===== src/rtl/sad_min_search.sv =====
// Sums one row of PE abs-differences per beat, accumulates ROWS beats into a candidate SAD and keeps
// the minimum and its motion vector. Define EARLY_TERM_EN to add the cand_reject early-rejection output.
module sad_min_search #(
   parameter int PIXEL  = 8,
   parameter int NUM_PE = 8,
   parameter int ROWS   = 8,
   parameter int SAD_W  = 14,
   parameter int MV_W   = 7
) (
   input  logic                      clk,
   input  logic                      rst,
   input  logic [NUM_PE*PIXEL-1:0]   abs_in,
   input  logic                      abs_valid,
   input  logic signed [MV_W-1:0]    cand_x,
   input  logic signed [MV_W-1:0]    cand_y,
   input  logic                      cand_last,
   input  logic                      search_start,
   output logic                      busy,
   output logic                      done,
   output logic [SAD_W-1:0]          best_sad,
   output logic signed [MV_W-1:0]    best_mv_x,
`ifdef EARLY_TERM_EN
   output logic signed [MV_W-1:0]    best_mv_y,
   output logic                      cand_reject
`else
   output logic signed [MV_W-1:0]    best_mv_y
`endif
);

   localparam int SUM_W = PIXEL + $clog2(NUM_PE);
   localparam int CNT_W = (ROWS > 1) ? $clog2(ROWS) : 1;

   typedef enum logic [1:0] {ST_IDLE, ST_SEARCH, ST_DONE} state_t;
   state_t state, state_nxt;

   function automatic logic [SUM_W-1:0] row_total(input logic [NUM_PE*PIXEL-1:0] v);
      logic [SUM_W-1:0] s;
      s = '0;
      for (int i = 0; i < NUM_PE; i++)
         s = s + SUM_W'(v[i*PIXEL +: PIXEL]);
      return s;
   endfunction

   logic                     accept;
   logic [CNT_W-1:0]         row_cnt;
   logic                     vld_p1, first_p1, wrap_p1, last_p1;
   logic [SUM_W-1:0]         row_sum_p1;
   logic signed [MV_W-1:0]   mv_x_p1, mv_y_p1;
   logic                     cmp_vld_p2, last_p2;
   logic [SAD_W-1:0]         acc_p2, acc_nxt;
   logic signed [MV_W-1:0]   mv_x_p2, mv_y_p2;
   logic                     keep_p2;

   always_comb accept = abs_valid && (state == ST_SEARCH);
   always_comb acc_nxt = first_p1 ? SAD_W'(row_sum_p1) : acc_p2 + SAD_W'(row_sum_p1);

   // stage 1: row sum; row index flags and MV travel with the beat
   always_ff @(posedge clk or posedge rst) begin
      if (rst) begin
         vld_p1  <= 1'b0;
         row_cnt <= '0;
      end else begin
         vld_p1 <= accept;
         if (state == ST_IDLE && search_start)
            row_cnt <= '0;
         else if (accept)
            row_cnt <= (row_cnt == CNT_W'(ROWS-1)) ? '0 : row_cnt + 1'b1;
      end
   end

   always_ff @(posedge clk) begin
      if (accept) begin
         row_sum_p1 <= row_total(abs_in);
         first_p1   <= (row_cnt == '0);
         wrap_p1    <= (row_cnt == CNT_W'(ROWS-1));
         mv_x_p1    <= cand_x;
         mv_y_p1    <= cand_y;
         last_p1    <= cand_last;
      end
   end

   // stage 2: accumulate; the wrap beat marks the candidate complete
   always_ff @(posedge clk or posedge rst) begin
      if (rst)
         cmp_vld_p2 <= 1'b0;
      else
         cmp_vld_p2 <= vld_p1 && wrap_p1;
   end

   always_ff @(posedge clk) begin
      if (vld_p1) begin
         acc_p2 <= acc_nxt;
         if (first_p1) begin
            mv_x_p2 <= mv_x_p1;
            mv_y_p2 <= mv_y_p1;
            last_p2 <= last_p1;
         end
      end
   end

`ifdef EARLY_TERM_EN
   logic rej_p2, rej_set;
   // comparing against a best_sad that is about to shrink only delays a reject, never makes it wrong
   always_comb rej_set = vld_p1 && !wrap_p1 && !(rej_p2 && !first_p1) && (acc_nxt >= best_sad);

   always_ff @(posedge clk or posedge rst) begin
      if (rst) begin
         rej_p2      <= 1'b0;
         cand_reject <= 1'b0;
      end else begin
         if (vld_p1)
            rej_p2 <= first_p1 ? rej_set : (rej_p2 | rej_set);
         cand_reject <= rej_set;
      end
   end
   always_comb keep_p2 = !rej_p2;
`else
   always_comb keep_p2 = 1'b1;
`endif

   // stage 3: strict-less compare keeps the earlier candidate on a tie
   always_ff @(posedge clk or posedge rst) begin
      if (rst) begin
         best_sad  <= '0;
         best_mv_x <= '0;
         best_mv_y <= '0;
         busy      <= 1'b0;
      end else begin
         if (state == ST_IDLE && search_start) begin
            best_sad  <= '1;
            best_mv_x <= '0;
            best_mv_y <= '0;
            busy      <= 1'b1;
         end else if (state == ST_SEARCH && cmp_vld_p2 && keep_p2 && acc_p2 < best_sad) begin
            best_sad  <= acc_p2;
            best_mv_x <= mv_x_p2;
            best_mv_y <= mv_y_p2;
         end else if (state == ST_DONE) begin
            busy <= 1'b0;
         end
      end
   end

   always_ff @(posedge clk or posedge rst) begin
      if (rst) state <= ST_IDLE;
      else     state <= state_nxt;
   end

   always_comb begin
      state_nxt = state;
      case (state)
         ST_IDLE:   if (search_start) state_nxt = ST_SEARCH;
         ST_SEARCH: if (cmp_vld_p2 && last_p2) state_nxt = ST_DONE;
         ST_DONE:   state_nxt = ST_IDLE;
         default:   state_nxt = ST_IDLE;
      endcase
   end

   always_comb done = (state == ST_DONE);

endmodule


===== config.mk =====
export PLATFORM = sky130hd
export DESIGN_NAME = sad_min_search
export DESIGN_NICKNAME = d
export VERILOG_FILES = /design/src/rtl/sad_min_search.sv
export SDC_FILE = /design/constraint.sdc
export NUM_CORES = 1
export LEC_CHECK = 0
export BUFFER_PORTS_ARGS = -buffer_cell sky130_fd_sc_hd__buf_2
export CAP_MARGIN = 20
export CORE_MARGIN = 2
export CORE_UTILIZATION = 42
export CTS_CLUSTER_SIZE = 10
export DETAILED_ROUTE_END_ITERATION = 10
export GPL_TIMING_DRIVEN = 0
export PLACE_DENSITY = 0.72
export SYNTH_ARGS = -nofsm -noshare
export SYNTH_HDL_FRONTEND = slang
export SYNTH_SLANG_ARGS = --single-unit

===== constraint.sdc =====
create_clock -name clk -period 4.5 [get_ports clk]
set_clock_uncertainty 0.05 [all_clocks]
set_input_delay 0.225 -clock clk [delete_from_list [all_inputs] [get_ports clk]]
set_output_delay 0.225 -clock clk [all_outputs]
set_load 0.03 [all_outputs]

# Yosys cells after proc, flatten, opt, wreduce, memory -nomap -nowiden
# Index checks and enable logic that the tools add are counted.
[totals] register_bits=93 in_bits=83
[classes] n_addsub=9 magnitude_cmp=1 eq_ne=6 muxes=16 reduce_logical=14
[op_table] operator="11-bit by 8-bit adder with 11-bit output" count=4
[op_table] operator="14-bit two-way mux" count=2
[op_table] operator="7-bit two-way mux" count=4
[op_table] operator="14-bit by 11-bit adder with 14-bit output" count=1
[op_table] operator="14-bit less-than comparator" count=1
[op_table] operator="10-bit by 8-bit adder with 11-bit output" count=1
[op_table] operator="11-bit two-way mux" count=1
[op_table] operator="9-bit by 8-bit adder with 10-bit output" count=1
[op_table] operator="8-bit by 8-bit adder with 9-bit output" count=1
[op_table] operator="3-bit two-way mux" count=3
[op_table] operator="1-bit logical AND" count=6
[op_table] operator="2-bit AND reduction" count=3
[op_table] operator="2-bit nonzero test" count=3
[op_table] operator="2-bit two-way mux" count=2
[op_table] operator="2-bit != test (second input constant)" count=2
[op_table] operator="2-bit case mux with 2 select lines" count=1
[op_table] operator="3-bit by 1-bit adder with 3-bit output (second input constant)" count=1
[op_table] operator="3-bit == test (second input constant)" count=1
[op_table] operator="3-bit logical NOT" count=1
[op_table] operator="1-bit two-way mux" count=3
[op_table] operator="2-bit by 1-bit == test with 1-bit output (second input constant)" count=1
[op_table] operator="2-bit == test (second input constant)" count=1
[op_table] operator="2-bit logical NOT" count=1
[op_table] operator="2-bit by 1-bit != test with 1-bit output (second input constant)" count=1

# Longest topological paths before layout
# Gate-level depths: netlist of run 1.
[depth] ltp_word=7 mapped_depth=17

# Worst setup path before layout of run 1
# Ideal clock, no wire load.
[synth_timing] kind="input port to flip-flop" start="input port abs_in[3]" end="register row_sum_p1[9], data pin" setup_time_ns=0.266 arrival_time_ns=3.665 required_time_ns=4.184 setup_slack_ns=0.519 cell_stages=14 path_buffers=0 path_cell_list="inv_1 > fa_1 > inv_1 > fa_1 > fa_1 > inv_1 > fa_1 > inv_1 > ha_1 > a21o_1 > a21oi_1 > o21ai_0 > o41ai_1 > xnor2_1"
[synth_via] elab_chain_len=7
[synth_lines] item="from (decl)" line="12" rtl="input logic [NUM_PE*PIXEL-1:0] abs_in,"
[synth_lines] item="8-bit by 8-bit adder with 9-bit output" line="40" rtl="s = s + SUM_W'(v[i*PIXEL +: PIXEL]);"
[synth_lines] item="9-bit by 8-bit adder with 10-bit output" line="40"
[synth_lines] item="10-bit by 8-bit adder with 11-bit output" line="40"
[synth_lines] item="11-bit by 8-bit adder with 11-bit output (4 in a row)" line="40"
[synth_lines] item="to (signal assigned)" line="73" rtl="row_sum_p1 <= row_total(abs_in);"
[synth_lines] item="to (decl)" line="47" rtl="logic [SUM_W-1:0] row_sum_p1;"
# No other way between the ends.
# A chain may end at the register's enable or synchronous reset.

# Worst setup path in the final report of run 1
# Ends and elaborated chain as after synthesis.

==> results.py, run 1 <==
metrics = {
    "place": {
        "globalplace.congestion": 0.806,
        "pre_cts_ws_ps": 200,
        "portBuffers": 112,
        "place_hpwl_mm": 9.24,
    },
    "sta": {
        "finalSetupViolCount": 0,
        "grt_setup_unrepaired": "no",
        "slew_violations": 0,
        "clock.fmax_mhz": 256,
        "relSlewSlack_pct": 48.1,
        "tightest_slew_ps": 778,
        "hold_viol_final": 0,
        "finalCriticalPeriod_ps": 3910,
        "setup_slack_ps": 594,
        "fin_crit_sh_pct": 86.8,
        "fin_hold_ws_ps": 143,
        "finalSetupTns_ps": 0,
    },
    "grt": {
        "antenna_found_initial": 0,
        "grt_overflow": 0,
        "grt_usage_pct": 16.8,
        "grt_pass1_vias": 4288,
        "grt_max_degree": 20,
        "grt_first_pass_wirelength_mm": 19.3,
    },
    "yosys": {
        "synth_flop_cell": "edfxtp_1",
        "synth_nets": 697,
        "async_flop_share_pct": 38.7,
        "synth.most_common_cell": "inv_1",
        "synth_commonest_cells": "126 x inv_1, 57 x edfxtp_1, 48 x fa_1, 38 x ha_1, 36 x dfrtp_1",
        "avgSynthCellArea_um2": 11.0,
        "synth-edff-count": 57,
        "synth-seq-area-share_pct": 45.1,
        "synth_top_area_cell": "edfxtp_1",
        "ys_ff_latch": 93,
        "syn_inst": 528,
        "yosysWarnings": 0,
        "yosysTopAreaCellShare_pct": 29.5,
        "netlist_area_um2": 5790,
        "synth.area.top_cells": "edfxtp_1 30%, fa_1 17%, dfrtp_1 16%, ha_1 8.2%, inv_1 8.2%",
        "synth_cell_type_count": 39,
    },
    "worst_setup_path": {
        "slowest_delay_ps": 580,
        "crit_path_start_kind": "primary input",
        "crit_type": "in -> reg",
        "critPathBufInv": 5,
        "cp.arrival_ps": 3940,
        "r2r-start": "acc_p2[3]",
        "slowest_stage": "fa_1",
        "crit_family": "adder cells",
        "crit_required_ps": 4540,
        "r2r_cells": 7,
        "critPathCaptureType": "flip-flop",
        "path_cells": "buf_2, inv_1, fa_1, inv_1, fa_1, fa_1, inv_1, fa_1, inv_1, ha_1, a21o_1, a21oi_1, o21ai_0, o41ai_1, xnor2_1",
        "startpoint": "abs_in[3]",
        "r2r-end": "acc_p2[13]",
        "cp_max_fo": 2,
        "regToRegSetupSlack_ps": 1960,
    },
    "clock_network": {
        "clk_latency_ps": 350,
        "ctsLongestPathBuffers": 2,
        "clock_sinks": 93,
        "cts_inserted_buffers": 9,
        "cts_max_level": 3,
        "ctsResizeCount": 0,
        "clkTransAtPathRegs_ps": 70,
        "cts_tree": "built",
        "root_buffer": "clkbuf_16",
    },
    "power": {
        "leakage_nw": 3.48,
        "ir_worst_vdd_v": 0.000305,
        "finalPower_mw": 4.86,
        "p_per_area_nw_per_um2": 689,
    },
    "layout": {
        "fin_nets": 838,
        "n_fill_cell": 1199,
        "antenna_cells": 0,
        "top_regs": "acc_p2: 14 flops, best_sad: 14 flops, row_sum_p1: 11 flops",
        "layout-drive-gt1-share_pct": 20.6,
        "final_util_pct": 52.8,
        "area_growth_pct": 21.7,
    },
    "run": {
        "maxCapViolations": 0,
    },
    "route": {
        "drtIter0Drc": 185,
        "finalWirelength_mm": 11.6,
        "wl_per_cell_um": 13.6,
        "remaining_drc_errors": 0,
        "antenna_left": 0,
        "vias_per_cell": 4.92,
        "vias": 4183,
        "firstDrtPassIters": 4,
    },
    "die": {
        "initial_core_util_pct": 43.4,
        "coreArea_um2": 13300,
        "die_area_um2": 14800,
        "io_pins": 113,
        "num_rows": 42,
        "fp.dieH_um": 121,
        "die_w_um": 121,
    },
    "worst_hold_path": {
        "min_from": "search_start",
        "hold_depth": 3,
        "hp-class": "in -> reg",
        "min_to": "busy",
    },
    "outcome": {
        "status": "complete, no violations",
    },
}
-- where the power goes --
part	total, mW	switching, mW	internal, mW
clock network	0.705	0.323	0.381
registers	1.57	0.223	1.35
logic	2.58	1.50	1.08
total	4.86	2.04	2.81
-- cells by family after synthesis --
family / count (synthesis) / synth area share, %
compound gates: 92 / 9.26
buf+inv: 138 / 9.59
fa+ha+maj: 86 / 24.8
flops: 93 / 45.1
xor+xnor: 14 / 2.12
simple gates: 101 / 8.40
mux: 4 / 0.756
-- layout make-up --
cell class                      count  area [um2]  share of cell area, %
Inverter                          127         477                   6.76
Tap cell                          176         220                   3.12
Clock buffer                       11         233                   3.30
Buffer                             11        78.8                   1.12
Sequential cell                    93        2610                   37.0
Multi-Input combinational cell    297        2630                   37.2
Clock inverter                      5        43.8                  0.621
Timing Repair Buffer              130         763                   10.8
-- worst max-delay path by stage --
stage	endpoint	slack, ps	depth (start not counted)
6_report	row_sum_p1[9]	590	15
5_1_grt	row_sum_p1[9]	400	15
4_1_cts	row_sum_p1[9]	580	15
3_5_place_dp	row_sum_p1[9]	200	15
3_3_place_gp	row_sum_p1[9]	260	15
2_1_floorplan	row_sum_p1[9]	520	14
-- cell usage in the layout (no fill, tap or decap), drive strengths merged, types with 2 or more instances in the layout --
cell / instances
xor2: 6
nor2: 29
a21o: 7
dlygate4sd3: 16
a211oi: 2
a22o: 2
o31ai: 2
a21oi: 18
nand2b: 4
dfrtp: 36
clkbuf: 17
xnor2: 8
nand3: 17
and2: 3
o21a: 2
nor3: 5
a31oi: 15
nand4: 2
fa: 48
nor2b: 7
mux2: 3
o21ai: 39
and3: 7
a211o: 2
buf: 119
inv: 129
nand2: 22
edfxtp: 57
ha: 38
clkinv: 3
-- worst register-to-register path: cells and delay by family, from the launching register on --
kind | cells | cell delay (ps)
AO/OA/AOI/OAI | 4 | 990
flip-flops | 1 | 450
adder cells (fa/ha/maj) | 1 | 400
multiplexers | 1 | 330
AND/OR/NAND/NOR | 1 | 80
-- what timing repair did --
item                      in CTS  in global routing
hold buffers                  16                  0
hold endpoints to repair      32                  0
setup buffers                  0                  0
-- per-stage QoR --
step	std cells	cell area [um2]
after floorplan	528	5790
after global placement	816	6580
after detailed placement	818	6620
after CTS	850	7050
after global routing	850	7050
final	850	7050
-- layer usage --
layer  vias up  track usage, %  share of wire [%]
met3        23            4.46                4.8
met4         0            5.68                2.2
met2       115            29.5                 51
met1      2040            19.8                 42
met5         -               0                  0
li1       2005               -                  -
(Power assumes the default switching activity.)
==> run 2, diff against run 1 <==
--- a/config.mk
+++ b/config.mk
@@ -5,7 +5,7 @@
 export SDC_FILE = /design/constraint.sdc
 export NUM_CORES = 1
 export LEC_CHECK = 0
-export BUFFER_PORTS_ARGS = -buffer_cell sky130_fd_sc_hd__buf_2
+export BUFFER_PORTS_ARGS = -buffer_cell sky130_fd_sc_hd__clkbuf_2
 export CAP_MARGIN = 20
 export CORE_MARGIN = 2
 export CORE_UTILIZATION = 42
==> run 2 against run 1 <==
  * Fmax decreased by 0.40%
  * Total power is 0.73% higher
  * Sequential cell count is the same
  * Global-route usage increased by 0.078 points
  * Critical path depth stayed put
  * Cell area is essentially flat
  * Critical path type unchanged
  * Combinational power about the same
  * Wire length fell by 1.5%
  * Count of clock-buffer cells in the layout shrank 1
  * Clock power rose by 4.3%
  * Final cell count is 0.24% lower
  * First-iteration DRC count is 24% higher
==> results.py, run 2 (synthesized netlist as in run 1, its figures left out) <==
metrics = {
    "worst_hold_path": {
        "hold_depth": 1,
        "min_to": "mv_x_p1[3]",
        "min_from": "cand_x[3]",
        "hp-class": "in -> reg",
    },
    "layout": {
        "area_growth_pct": 21.6,
        "antenna_cells": 0,
        "final_cell_mix": "126 x inv_1, 112 x clkbuf_2, 57 x edfxtp_1",
        "seqCellArea_um2": 2610,
        "fin_nets": 836,
        "layout-drive-gt1-share_pct": 21.0,
        "final_util_pct": 52.8,
        "n_fill_cell": 1192,
        "top_regs": "acc_p2: 14 flops, best_sad: 14 flops, row_sum_p1: 11 flops",
        "mostFrequentLayoutCell": "inv_1",
        "multi_input_area_um2": 2630,
        "fin_area_um2": 7050,
    },
    "power": {
        "internal_power_mw": 2.83,
        "ir_worst_vdd_v": 0.000269,
        "p_per_area_nw_per_um2": 694,
        "comb_power_share_pct": 52.8,
        "seq_power_share_pct": 32.1,
        "switching_share_pct": 42.2,
        "finalPower_mw": 4.89,
        "switchingPower_mw": 2.06,
        "leakage_nw": 3.51,
        "power_frac_clock_pct": 15.0,
    },
    "worst_setup_path": {
        "slowest_delay_ps": 590,
        "critPathCaptureType": "flip-flop",
        "r2r-end": "acc_p2[13]",
        "crit_type": "in -> reg",
        "slowest_stage": "fa_1",
        "path_cells": "clkbuf_2, inv_1, fa_1, inv_1, fa_1, fa_1, inv_1, fa_1, inv_1, ha_1, a21o_1, a21oi_1, o21ai_0, o41ai_1, xnor2_1",
        "regToRegSetupSlack_ps": 1910,
        "crit_path_start_kind": "primary input",
        "cp.arrival_ps": 3970,
        "crit_required_ps": 4540,
        "r2r_cells": 7,
        "r2r-start": "acc_p2[3]",
        "cp_max_fo": 2,
    },
    "sta": {
        "slew_violations": 0,
        "finalSetupTns_ps": 0,
        "tightest_slew_ps": 826,
        "clock.fmax_mhz": 255,
        "finalSetupViolCount": 0,
        "hold_viol_final": 0,
        "relSlewSlack_pct": 45.0,
        "grt_setup_unrepaired": "no",
        "fin_crit_sh_pct": 87.1,
        "finalCriticalPeriod_ps": 3920,
    },
    "route": {
        "antenna_left": 0,
        "firstDrtPassIters": 5,
        "finalWirelength_mm": 11.4,
        "remaining_drc_errors": 0,
        "drtIter0Drc": 230,
        "wl_per_cell_um": 13.5,
        "vias_per_cell": 4.86,
        "vias": 4125,
    },
    "grt": {
        "grt_overflow": 0,
        "grt_pass1_vias": 4184,
        "grt_usage_pct": 16.8,
        "grt_max_degree": 20,
        "grt_first_pass_wirelength_mm": 19.4,
        "antenna_found_initial": 0,
    },
    "place": {
        "place_area_um2": 6620,
        "portBuffers": 112,
        "globalplace.congestion": 0.819,
        "place_hpwl_mm": 9.25,
    },
    "die": {
        "coreArea_um2": 13300,
        "die_area_um2": 14800,
        "num_rows": 42,
        "initial_core_util_pct": 43.4,
        "io_pins": 113,
        "die_w_um": 121,
        "fp.dieH_um": 121,
    },
    "run": {
        "maxCapViolations": 0,
    },
    "clock_network": {
        "post_cts.repair.setup_buffers": 0,
        "ctsResizeCount": 0,
        "clkTransAtPathRegs_ps": 70,
        "hold_buffers": 11,
        "cts_inserted_buffers": 9,
        "cts_tree": "built",
        "clk_latency_ps": 350,
        "cts_max_level": 3,
        "clock_sinks": 93,
        "ctsLongestPathBuffers": 2,
        "root_buffer": "clkbuf_16",
    },
    "outcome": {
        "status": "complete, no violations",
    },
}
-- run 2: changes by cell type in the layout (fill, tap and decap cells not counted), sizes merged --
cell,delta
inv,+2
buf,-112
clkbuf,+111
clkinv,-1
dlygate4sd3,-2
-- run 2: worst max-delay path by stage --
stage                    from             to
CTS                 abs_in[3]  row_sum_p1[9]
global route        abs_in[3]  row_sum_p1[9]
global placement    abs_in[3]  row_sum_p1[9]
detailed placement  abs_in[3]  row_sum_p1[9]
finish              abs_in[3]  row_sum_p1[9]
floorplan           abs_in[3]  row_sum_p1[9]
-- run 2: cell type report --
| cell class | instances | share of cell area [%] |
|---|---|---|
| inverters | 127 | 6.76 |
| flip-flops and latches | 93 | 37.1 |
| well taps | 176 | 3.12 |
| plain buffers | 11 | 1.12 |
| multi-input cells | 297 | 37.3 |
| clock buffers | 10 | 3.39 |
| repair buffers | 128 | 10.5 |
| clock inverters | 6 | 0.728 |
-- run 2: power groups by stage --
stage	logic (mW)	clock network, mW	registers (mW)
final	2.58	0.735	1.57
after global routing	2.99	0.785	1.61
after CTS	2.61	0.748	1.58
after detailed placement	2.58	0	1.59
after global placement	2.46	0	1.58
after floorplan	1.79	0	1.71
-- run 2: routing by layer --
metal / GRT usage [%] / part of all wire [%]
met5: 0 / 0
met2: 28.8 / 50
met1: 21.2 / 42
met4: 4.89 / 1.8
met3: 4.14 / 5.6
-- run 2: critical path: cells and delay by family --
family | cells | cell delay, ps
adder cells (fa/ha/maj) | 5 | 2440
AO/OA/AOI/OAI | 4 | 900
buffers and inverters | 5 | 280
XOR/XNOR | 1 | 100
-- run 2: metrics by stage --
| step | setup slack (ps) | std cells | hold slack, ps |
|---|---|---|---|
| after global routing | 361 | 848 | -6.99 |
| after global placement | 252 | 816 | 352 |
| final | 579 | 848 | 7.36 |
| after detailed placement | 191 | 818 | 325 |
| after CTS | 555 | 845 | 0.526 |
| after floorplan | 519 | 528 | 274 |
